--- src/rtl/cp0_pkg.sv ---
// Shared CP0 constants: register addresses, MTC0 write masks, ExcCodes and field positions.
package cp0_pkg;

  localparam logic [7:0] ADDR_BADVADDR = 8'h40;
  localparam logic [7:0] ADDR_COUNT    = 8'h48;
  localparam logic [7:0] ADDR_COMPARE  = 8'h58;
  localparam logic [7:0] ADDR_STATUS   = 8'h60;
  localparam logic [7:0] ADDR_CAUSE    = 8'h68;
  localparam logic [7:0] ADDR_EPC      = 8'h70;
  localparam logic [7:0] ADDR_EBASE    = 8'h79;

  localparam logic [31:0] MASK_STATUS = 32'h1040_FF17;
  localparam logic [31:0] MASK_CAUSE  = 32'h0080_0300;
  localparam logic [31:0] MASK_EBASE  = 32'h3FFF_F000;

  localparam logic [4:0] EXC_INT  = 5'h00;
  localparam logic [4:0] EXC_ADEL = 5'h04;
  localparam logic [4:0] EXC_ADES = 5'h05;
  localparam logic [4:0] EXC_SYS  = 5'h08;
  localparam logic [4:0] EXC_BP   = 5'h09;
  localparam logic [4:0] EXC_RI   = 5'h0A;
  localparam logic [4:0] EXC_OV   = 5'h0C;

  localparam int unsigned ST_IE   = 0;
  localparam int unsigned ST_EXL  = 1;
  localparam int unsigned ST_ERL  = 2;
  localparam int unsigned ST_BEV  = 22;
  localparam int unsigned CA_BD   = 31;
  localparam int unsigned CA_TI   = 30;
  localparam int unsigned CA_IP7  = 15;
  localparam int unsigned CA_EXC  = 2;

  localparam logic [31:0] VEC_BEV = 32'hBFC0_0380;
  localparam logic [11:0] VEC_OFF = 12'h180;

  // Software-writable bits of the register at a CP0 address (0 = read-only or unmapped).
  function automatic logic [31:0] wr_mask(input logic [7:0] addr);
    case (addr)
      ADDR_COUNT, ADDR_COMPARE, ADDR_EPC: wr_mask = '1;
      ADDR_STATUS: wr_mask = MASK_STATUS;
      ADDR_CAUSE:  wr_mask = MASK_CAUSE;
      ADDR_EBASE:  wr_mask = MASK_EBASE;
      default:     wr_mask = '0;
    endcase
  endfunction

endpackage

--- src/rtl/cp0_exc_arbiter.sv ---
// Fixed-priority select among commit-slot exceptions; slot 0 is the oldest and wins.
module cp0_exc_arbiter #(
  parameter int ISSUE_W = 2
) (
  input  logic [ISSUE_W-1:0]    exc_valid,
  input  logic [5*ISSUE_W-1:0]  exc_code,
  input  logic [32*ISSUE_W-1:0] exc_pc,
  input  logic [ISSUE_W-1:0]    exc_bd,
  input  logic [32*ISSUE_W-1:0] exc_badaddr,
  output logic                  sel_valid,
  output logic [((ISSUE_W > 1) ? $clog2(ISSUE_W) : 1)-1:0] sel_idx,
  output logic [4:0]            sel_code,
  output logic [31:0]           sel_pc,
  output logic                  sel_bd,
  output logic [31:0]           sel_badaddr
);
  import cp0_pkg::*;

  localparam int IW = (ISSUE_W > 1) ? $clog2(ISSUE_W) : 1;

  // Pick the lowest-index valid slot and mux its attributes.
  always_comb begin
    sel_valid   = 1'b0;
    sel_idx     = '0;
    sel_code    = '0;
    sel_pc      = '0;
    sel_bd      = 1'b0;
    sel_badaddr = '0;
    for (int unsigned i = 0; i < ISSUE_W; i++) begin
      if (exc_valid[i] && !sel_valid) begin
        sel_valid   = 1'b1;
        sel_idx     = IW'(i);
        sel_code    = exc_code[5*i +: 5];
        sel_pc      = exc_pc[32*i +: 32];
        sel_bd      = exc_bd[i];
        sel_badaddr = exc_badaddr[32*i +: 32];
      end
    end
  end

endmodule

--- src/rtl/cp0_ctrl.sv ---
// Coprocessor-0: CP0 register file, Count/Compare timer, interrupt request, exception commit and ERET.
module cp0_ctrl #(
  parameter int          ISSUE_W    = 2,
  parameter int          NUM_HW_INT = 6,
  parameter int          COUNT_DIV  = 2,
  parameter logic [31:0] EBASE_RST  = 32'h8000_0000,
  parameter logic [31:0] STATUS_RST = 32'h0040_0004
) (
  input  logic                    clk,
  input  logic                    reset,
  input  logic [NUM_HW_INT-1:0]   hw_int,
  input  logic [7:0]              rd_addr,
  output logic [31:0]             rdata,
  input  logic                    wr_en,
  input  logic [7:0]              wr_addr,
  input  logic [31:0]             wr_data,
  input  logic [ISSUE_W-1:0]      exc_valid,
  input  logic [5*ISSUE_W-1:0]    exc_code,
  input  logic [32*ISSUE_W-1:0]   exc_pc,
  input  logic [ISSUE_W-1:0]      exc_bd,
  input  logic [ISSUE_W-1:0]      exc_bad_en,
  input  logic [32*ISSUE_W-1:0]   exc_badaddr,
  input  logic                    eret,
  output logic                    int_req,
  output logic                    exc_taken,
  output logic [31:0]             exc_vector,
  output logic [31:0]             epc_out,
  output logic                    exl
);
  import cp0_pkg::*;

  localparam int PW = (COUNT_DIV > 1) ? $clog2(COUNT_DIV) : 1;
  localparam int IW = (ISSUE_W > 1) ? $clog2(ISSUE_W) : 1;

  logic [31:0] badvaddr, count, compare, status, cause, epc, ebase;
  logic [31:0] badvaddr_n, count_n, compare_n, status_n, cause_n, epc_n, ebase_n;
  logic [PW-1:0] presc, presc_n;
  logic          int_req_n, exc_taken_n;
  logic [31:0]   exc_vector_n;

  logic          arb_valid;
  logic [IW-1:0] arb_idx;
  logic [4:0]    arb_code;
  logic [31:0]   arb_pc, arb_badaddr;
  logic          arb_bd, arb_bad_en;

  logic [31:0] cur_rd, rd_mask, wmask, count_inc;
  logic [5:0]  hw_ext;
  logic        tick, wr_count;

  cp0_exc_arbiter #(.ISSUE_W(ISSUE_W)) u_arb (
    .exc_valid   (exc_valid),
    .exc_code    (exc_code),
    .exc_pc      (exc_pc),
    .exc_bd      (exc_bd),
    .exc_badaddr (exc_badaddr),
    .sel_valid   (arb_valid),
    .sel_idx     (arb_idx),
    .sel_code    (arb_code),
    .sel_pc      (arb_pc),
    .sel_bd      (arb_bd),
    .sel_badaddr (arb_badaddr)
  );

  assign arb_bad_en = exc_bad_en[arb_idx];

  // Read mux with same-cycle MTC0 bypass (masked merge of write data over the stored value).
  always_comb begin
    case (rd_addr)
      ADDR_BADVADDR: cur_rd = badvaddr;
      ADDR_COUNT:    cur_rd = count;
      ADDR_COMPARE:  cur_rd = compare;
      ADDR_STATUS:   cur_rd = status;
      ADDR_CAUSE:    cur_rd = cause;
      ADDR_EPC:      cur_rd = epc;
      ADDR_EBASE:    cur_rd = ebase;
      default:       cur_rd = '0;
    endcase
    rd_mask = wr_mask(rd_addr);
    if (wr_en && (wr_addr == rd_addr))
      rdata = (wr_data & rd_mask) | (cur_rd & ~rd_mask);
    else
      rdata = cur_rd;
  end

  // Next-state: hardware updates first, then MTC0, ERET and exception override in rising priority.
  always_comb begin
    badvaddr_n = badvaddr;
    count_n    = count;
    compare_n  = compare;
    status_n   = status;
    cause_n    = cause;
    epc_n      = epc;
    ebase_n    = ebase;
    presc_n    = presc;
    hw_ext     = '0;
    hw_ext[NUM_HW_INT-1:0] = hw_int;
    wmask      = wr_mask(wr_addr);
    count_inc  = count + 32'd1;
    wr_count   = wr_en && (wr_addr == ADDR_COUNT);
    tick       = (presc == PW'(COUNT_DIV - 1));

    if (tick) begin
      presc_n = '0;
      count_n = count_inc;
    end else begin
      presc_n = presc + PW'(1);
    end
    // An MTC0 Count replaces the increment, so no Compare match occurs that cycle.
    if (tick && !wr_count && (count_inc == compare))
      cause_n[CA_TI] = 1'b1;
    cause_n[14:10] = hw_ext[4:0];

    if (wr_en) begin
      case (wr_addr)
        ADDR_COUNT: begin
          count_n = wr_data;
          presc_n = '0;
        end
        ADDR_COMPARE: begin
          compare_n      = wr_data;
          cause_n[CA_TI] = 1'b0;
        end
        ADDR_STATUS: status_n = (wr_data & wmask) | (status_n & ~wmask);
        ADDR_CAUSE:  cause_n  = (wr_data & wmask) | (cause_n & ~wmask);
        ADDR_EPC:    epc_n    = wr_data;
        ADDR_EBASE:  ebase_n  = (wr_data & wmask) | (ebase_n & ~wmask);
        default: ;
      endcase
    end

    if (eret && !arb_valid) begin
      if (status[ST_ERL]) status_n[ST_ERL] = 1'b0;
      else                status_n[ST_EXL] = 1'b0;
    end

    if (arb_valid) begin
      if (!status[ST_EXL]) begin
        epc_n          = arb_pc;
        cause_n[CA_BD] = arb_bd;
      end
      cause_n[CA_EXC +: 5] = arb_code;
      if (arb_bad_en) badvaddr_n = arb_badaddr;
      status_n[ST_EXL] = 1'b1;
    end

    // IP7 folds the timer in after every TI update has been resolved.
    cause_n[CA_IP7] = hw_ext[5] | cause_n[CA_TI];

    int_req_n    = status[ST_IE] & ~status[ST_EXL] & ~status[ST_ERL] &
                   (|(cause[15:8] & status[15:8]));
    exc_taken_n  = arb_valid;
    exc_vector_n = exc_vector;
    if (arb_valid)
      exc_vector_n = status[ST_BEV] ? VEC_BEV : {ebase[31:12], VEC_OFF};
  end

  // State registers with synchronous reset.
  always_ff @(posedge clk) begin
    if (reset) begin
      badvaddr   <= '0;
      count      <= '0;
      compare    <= '0;
      status     <= STATUS_RST;
      cause      <= '0;
      epc        <= '0;
      ebase      <= EBASE_RST;
      presc      <= '0;
      int_req    <= 1'b0;
      exc_taken  <= 1'b0;
      exc_vector <= '0;
    end else begin
      badvaddr   <= badvaddr_n;
      count      <= count_n;
      compare    <= compare_n;
      status     <= status_n;
      cause      <= cause_n;
      epc        <= epc_n;
      ebase      <= ebase_n;
      presc      <= presc_n;
      int_req    <= int_req_n;
      exc_taken  <= exc_taken_n;
      exc_vector <= exc_vector_n;
    end
  end

  assign epc_out = epc;
  assign exl     = status[ST_EXL];

endmodule

--- config.mk ---
export PLATFORM = sky130hd
export DESIGN_NAME = cp0_ctrl
export DESIGN_NICKNAME = d
export VERILOG_FILES = /design/src/rtl/cp0_pkg.sv /design/src/rtl/cp0_exc_arbiter.sv /design/src/rtl/cp0_ctrl.sv
export SDC_FILE = /design/constraint.sdc
export NUM_CORES = 1
export LEC_CHECK = 0
export ABC_AREA = 1
export CAP_MARGIN = 20
export CORE_ASPECT_RATIO = 1.75
export CORE_MARGIN = 4
export CORE_UTILIZATION = 50
export DETAILED_ROUTE_END_ITERATION = 12
export PLACE_DENSITY_LB_ADDON = 0.12
export SYNTH_ARGS = -nofsm -noshare
export SYNTH_HDL_FRONTEND = slang
export SYNTH_HIERARCHICAL = 1
export SYNTH_SLANG_ARGS = --single-unit
--- constraint.sdc ---
create_clock -name clk -period 3.2 [get_ports clk]
set_clock_uncertainty 0.1 [all_clocks]
set_input_delay 0.64 -clock clk [delete_from_list [all_inputs] [get_ports clk]]
set_output_delay 0.64 -clock clk [all_outputs]
set_load 0.01 [all_outputs]
# Word-level counts from Yosys, hierarchy flattened
# Index checks and enable logic that the tools add are counted.
# word_totals
elab_cells	113
output_inout_bits	99
ff_bits	259
# classes
n_eq_ne	15
muxes	42
n_bitwise	19
add_sub_neg	2
n_reduce_logical	20
magnitude_cmp	1
# op_table
op	count
2-to-1 mux 32 bit	14
one-hot mux 32 bit (4 select lines)	2
one-hot mux 32 bit (7 select lines)	1
bitwise AND 32 bit	6
OR 32 bit	4
== test 8 x 7 -> 1 bit (second input constant)	13
NOT 32 bit	2
adder 32 x 1 -> 32 bit (second input constant)	1
== test 32 bit	1
2-to-1 mux 30 bit	1
2-to-1 mux 1 bit	17
2-to-1 mux 5 bit	3
AND reduction 2 bit	6
bitwise AND 8 bit	1
== test 8 bit	1
OR reduction 8 bit	1
logical AND 1 bit	6
2-to-1 mux 3 bit	2
OR reduction 3 bit	2
nonzero test 2 bit	2
bitwise AND 1 bit	3
zero test 1 bit	3
< comparator 1 x 2 -> 1 bit (second input constant)	1
2-to-1 mux 2 bit	1
4 further kinds	5

# Depth between registers and ports, before layout
# Gate-level depths: netlist of run 1.
# depth
depth_word	12
ltp_mapped	17

# Modules after synthesis
# The synthesis of run 1 kept the hierarchy.
# by_module_without_submodules
module	instances	seq_area_each_um2	area_each_um2	cells_each
cp0_ctrl	1	4984.8	12615.8	1897
cp0_exc_arbiter	1	0.0	1554.0	237

# Least setup slack after synthesis of run 1
# Ideal clock, no wire load.
# synth_timing
path_kind	input -> output
start	input wr_en
end	output rdata[0]
t_arrival_ps	2087
setup_slack_ps	373
stages	10
path_cell_list	buf_4 > inv_1 > a21oi_1 > inv_1 > nor2_1 > o221ai_1 > nor3_2 > o21ai_1 > clkbuf_1 > o21ai_0
# synth_via
elab_chain_len	2
# synth_rtl
item	line	text
start: declaration	cp0_ctrl.sv:14	input logic wr_en,
logical AND 1 bit	cp0_ctrl.sv:80	if (wr_en && (wr_addr == rd_addr))
2-to-1 mux 32 bit	cp0_ctrl.sv:80	
end: declaration	cp0_ctrl.sv:13	output logic [31:0] rdata,
# Every way passes these cells.

# Worst setup path after layout of run 1
# layout_timing
start	input rd_addr[4]
end	output rdata[29]
# layout_via
elab_chain_len	7
word_cells_on_any_way	17
classes_between	eq/ne (8); mux (3); bitwise (4); reduce/logical (2)
# layout_rtl
item	line	text
start: declaration	cp0_ctrl.sv:12	input logic [7:0] rd_addr,
== test 8 x 7 -> 1 bit	cp0_pkg.sv:38, cp0_ctrl.sv:69	
OR reduction 3 bit	cp0_pkg.sv:38	case (addr)
one-hot mux 32 bit (4 select lines)	cp0_pkg.sv:38	
NOT 32 bit	cp0_ctrl.sv:81	rdata = (wr_data & rd_mask) | (cur_rd & ~rd_mask);
bitwise AND 32 bit	cp0_ctrl.sv:81	
OR 32 bit	cp0_ctrl.sv:81	
2-to-1 mux 32 bit (*)	cp0_ctrl.sv:80	
# Every way passes the cells marked *; elsewhere a longest branch is shown, timed or not.

==> impl_metrics.ini, run 1 <==
[power_and_ir_drop]
ir_drop_uv = 343
power_frac_clock_pct = 39.8
power_switching_uw = 2190
power.internal_uw = 5480
p_per_area_nw_per_um2 = 399
comb_power_share_pct = 16.3
power_switching_share_pct = 28.5
leakage_uw = 0.00824
p_seq_share_pct = 44.0

[floorplanning]
initial_utilization_pct = 50.7
num_rows = 81
die_area_sq_um = 31200
io_pins = 301
die_x_um = 135
core_area_sq_um = 28000
die-height_um = 231

[routing]
routed-via-count = 16100
routed_wl_um = 58200
drtIter0Drc = 1475
avgViaCountPerCell = 5.63
dr.pass1.iters = 6
ant_nets = 0
top_layer_used = met4
wire_per_inst_um = 20.3
wl_met3_um = 4710
drc = 0
met2_wirelength_um = 28100
drt-met1-wl_um = 21000

[synthesis]
synth_enable_flop_cells = 0
synthArstFlopShare_pct = 0
synth_top_cell_by_area = dfxtp_1
synthCells = 2134
synthDistinctLibCells = 46
synth_top_cells_by_count = 496 x nand2_1, 271 x o21ai_0, 268 x inv_1, 249 x dfxtp_1, 217 x nor2_1
yosysSeqAreaShare_pct = 35.2
synth_top_area_share_pct = 35.2
avgSynthCellArea_sq_um = 6.64
yosys-top-cells-area = dfxtp_1 35%, nand2_1 13%, o21ai_0 9.6%, inv_1 7.1%, nor2_1 5.7%
synth-seq-cells = 249
synth_area_sq_um = 14200
synth_warnings = 6
synthMostInstantiatedCell = nand2_1
synth_ff_type = dfxtp_1

[place]
pre_cts_ws_ns = -1.14
io_buffers = 291
gp_congestion = 0.983
post-dp-hpwl_um = 44600

[cts]
cts_root_buf = clkbuf_16
path_clk_slew_ns = 0.06
cts_buffer_depth = 3
tritoncts = built
postCtsHoldBufs = 0
cts.sinks = 249
h-tree-depth = 1
clk_latency_ns = 0.56
cts_buffers = 24

[worst_setup_path]
end_kind = primary output
worstPathMaxFanout = 14
path_class = in -> out
start_kind = input pin
required_ns = 2.46
crit_arrival_ns = 2.46

[sta]
max-slew-margin-rel_pct = 34.9
hold_violations = 0
fin_crit_ns = 3.20
tns_ns = -0.000411
max_freq_mhz = 312
rsz0062_at_grt = false
setup_viol = 1
worst_slew_pin_slew_ns = 0.975
final_max_slew_viol_count = 0
period_share_pct = 100
fin_ws_ns = -0.000411

[cells_and_area]
syn_to_final_growth_pct = 35.7
antenna_cells = 0
fill_cells = 2444
nets = 2677
drive_gt1_share_pct = 15.5

[global_route]
grt_use_total_pct = 36.0
grt_pass1_vias = 15500
grt_max_degree = 86
grt_antenna_before_repair = 0
grt_first_pass_wirelength_um = 87300
overflow = 0

[run_status]
outcome = complete, but fails checks
violations = negative setup slack

[job]
cap_violations = 0

[min_path]
hp-class = reg -> reg
power by group through the flow:
stage / Combinational, uW / Sequential (uW) / Clock (uW)
global route: 1350 / 3380 / 3160
floorplan: 603 / 3400 / 0
CTS: 1230 / 3370 / 3050
detailed placement: 1210 / 3440 / 0
global placement: 1190 / 3430 / 0
finish: 1250 / 3370 / 3050
cell usage in the layout, fill, tap and decap left out, types with 74 or more instances in the layout:
master / n
nand2_1: 480
inv_1: 257
dfxtp_1: 249
o21ai_0: 240
clkdlybuf4s50_1: 239
nor2_1: 213
a21oi_1: 128
buf_4: 114
nand3_1: 96
nand3_2: 74
final timing paths:
| kind | from | endpoint | slack, ns | cells after the start |
|---|---|---|---|---|
| max reg2reg | count[15] | cause[15] | 0.53 | 16 |
| min reg2reg | register | register | 0.32 | 2 |
| min | register | register | 0.32 | 2 |
| max | rd_addr[4] | rdata[29] | -0.0004 | 13 |
critical path: stages:
cell,delay (ns)
clkdlybuf4s15_2,0.27
inv_2,0.12
nor2_4,0.06
buf_12,0.13
buf_12,0.14
buf_12,0.14
nand3_1,0.11
o21ai_0,0.09
a221oi_1,0.34
nand2_1,0.10
nand2_1,0.07
o21ai_1,0.09
buf_2,0.16
kinds of logic (layout without fill, tap and decap cells):
group	after synthesis	after routing	share of synthesized area, %
AND/OR/NAND/NOR	931	931	29.8
AO/OA/AOI/OAI	539	539	21.6
buffers and inverters	405	755	12.7
flip-flops	249	249	35.2
XOR/XNOR	7	7	0.530
adder cells (fa/ha/maj)	1	1	0.0883
other	1	9	0.0265
multiplexers	1	1	0.0795
per-layer routing:
layer / GRT usage [%] / vias to the layer above
li1: - / 7665
met1: 41.1 / 7330
met2: 62.0 / 905
met3: 5.54 / 220
met4: 22.5 / 0
met5: 0 / -
through the flow:
step	util, %	instance area [sq um]	power, uW	hold slack [ns]	std cells
2_1_floorplan	-	14200	4000	0.301	2142
3_3_place_gp	64.1	17900	4630	0.311	2806
3_5_place_dp	64.1	17900	4640	0.313	2806
4_1_cts	68.5	19200	7650	0.324	2864
5_1_grt	68.8	19200	7900	0.351	2865
6_report	68.8	19200	7670	0.324	2865
layout make-up:
type | instances | area (sq um) | area share (%)
Tap cell | 373 | 467 | 2.43
Clock inverter | 16 | 199 | 1.03
Multi-Input combinational cell | 1488 | 7730 | 40.2
Sequential cell | 249 | 4980 | 25.9
Inverter | 276 | 1050 | 5.46
Timing Repair Buffer | 435 | 4180 | 21.7
Clock buffer | 28 | 626 | 3.25
repair_timing:
item,in CTS,in global routing
buffers inserted,8,1
gates resized for setup,275,42
endpoints found under the setup margin,32,32
gates cloned,6,0
pin swaps,15,13
(Power assumes the default switching activity.)
==> run 2: changes to the inputs <==
SKIP_CTS_REPAIR_TIMING = 1   (was unset)
==> impl_metrics.ini, run 2 (synthesized netlist as in run 1, its figures left out) <==
[cells_and_area]
nets = 2681
drive_gt1_share_pct = 16.0
final_cell_area_sq_um = 19300
antenna_cells = 0
syn_to_final_growth_pct = 36.4
postLayoutCoreUtil_pct = 69.1
final_common_cell = nand2_1
layout_common_cells = 480 x nand2_1, 260 x inv_1, 249 x dfxtp_1
final-seq-area_sq_um = 4980
multi_input_area_sq_um = 7780
fill_cells = 2454

[power_and_ir_drop]
leakage_uw = 0.00835
ir_drop_uv = 345
p_per_area_nw_per_um2 = 397

[cts]
path_clk_slew_ns = 0.07
cts.sinks = 249
clk_latency_ns = 0.55
cts_root_buf = clkbuf_16
cts_buffer_depth = 3
h-tree-depth = 1
tritoncts = built
cts_buffers = 24

[routing]
dr.pass1.iters = 8
wire_per_inst_um = 20.5
drtIter0Drc = 1505
routed_wl_um = 58700
ant_nets = 0
drc = 0
routed-via-count = 16200
avgViaCountPerCell = 5.66

[worst_setup_path]
rr_worst_depth = 16
critPathTopFamily = simple AND/OR/NAND/NOR gates
start_kind = input pin
worstPathMaxFanout = 5
cp.buffers_inverters = 7
timing.rr.end = cause[15]
cp_cell_sequence = buf_6, buf_6, nor4_4, buf_6, nand2_2, nand2_2, inv_2, nand2_2, inv_1, nand4_1, inv_1, nor2_2, nand2_1, o21ai_2, buf_2
r2r_start = count[16]
critical_path.max_stage_delay_ns = 0.38
slowest_stage = nor4_4
crit_arrival_ns = 2.49
path_class = in -> out
rrSetupSlack_ns = 0.50
startpoint = rd_addr[3]
required_ns = 2.46
end_kind = primary output

[run_status]
violations = negative setup slack
outcome = complete, but fails checks

[sta]
rsz0062_at_grt = true
fin_crit_ns = 3.23
max-slew-margin-rel_pct = 35.3
worst_slew_pin_slew_ns = 0.970
hold_violations = 0
setup_viol = 7
final_max_slew_viol_count = 0
max_freq_mhz = 310
fin_ws_ns = -0.0265
period_share_pct = 101

[global_route]
grt_pass1_vias = 15300
grt_max_degree = 86
grt_first_pass_wirelength_um = 85100
grt_antenna_before_repair = 0
grt_use_total_pct = 35.0
overflow = 0

[job]
cap_violations = 0

[place]
gp_congestion = 0.983
post-dp-hpwl_um = 44600
placed_cell_area_sq_um = 17900
io_buffers = 291

[floorplanning]
die_area_sq_um = 31200
initial_utilization_pct = 50.7
die_x_um = 135
num_rows = 81
core_area_sq_um = 28000
io_pins = 301
die-height_um = 231

[min_path]
hp-class = reg -> reg
hold_depth = 2
-- run 2: cell types whose count changed in the layout (fill, tap and decap cells not counted), sizes merged --
cell / delta
buf: -8
bufbuf: -2
clkbuf: +13
clkdlybuf4s15: -2
clkinvlp: +1
dlygate4sd2: -8
dlymetal6s2s: +11
inv: -1
-- run 2: where the power goes --
| group | total [uW] | internal (uW) | leakage, uW | switching [uW] |
|---|---|---|---|---|
| clock network | 3040 | 1680 | 0.000390 | 1360 |
| registers | 3370 | 3230 | 0.00203 | 145 |
| logic | 1250 | 577 | 0.00593 | 677 |
| total | 7660 | 5480 | 0.00835 | 2180 |
-- run 2: cell type report --
class	instances	share of cell area [%]
Multi-Input combinational cell	1488	40.3
Sequential cell	249	25.8
Timing Repair Buffer	439	21.8
Inverter	276	5.45
Clock buffer	28	3.24
Tap cell	373	2.42
Clock inverter	16	1.03
-- run 2: worst min-delay path: cells and delay by family (launching register included) --
| family | cells | cell delay (ns) |
|---|---|---|
| buf+inv | 1 | 0.05 |
| flops | 1 | 0.30 |
| simple gates | 1 | 0.04 |
-- run 2: layer usage --
| layer | global-route usage, % | vias up | wire (um) |
|---|---|---|---|
| li1 | - | 7666 | - |
| met1 | 39.9 | 7378 | 21300 |
| met2 | 60.1 | 951 | 28200 |
| met3 | 6.13 | 251 | 4700 |
| met4 | 21.5 | 0 | 4620 |
| met5 | 0 | - | 0 |
-- run 2: worst max path at each step --
stage	to	slack, ns	depth (start not counted)
2_1_floorplan	rdata[0]	0.37	10
3_5_place_dp	rdata[12]	-1.14	11
4_1_cts	rdata[12]	-1.17	11
3_3_place_gp	rdata[12]	-1.10	11
6_report	rdata[20]	-0.03	15
5_1_grt	rdata[30]	-0.14	14
-- run 2: metrics by stage --
step | TNS [ns] | hold slack (ns) | setup WS (ns) | cells | power [uW]
floorplan | 0 | 0.301 | 0.373 | 2142 | 4000
global placement | -27.07 | 0.311 | -1.10 | 2806 | 4630
detailed placement | -29.01 | 0.313 | -1.14 | 2806 | 4640
CTS | -29.85 | 0.324 | -1.17 | 2850 | 7630
global route | -2.01 | 0.351 | -0.141 | 2869 | 7900
finish | -0.105 | 0.325 | -0.0265 | 2869 | 7660
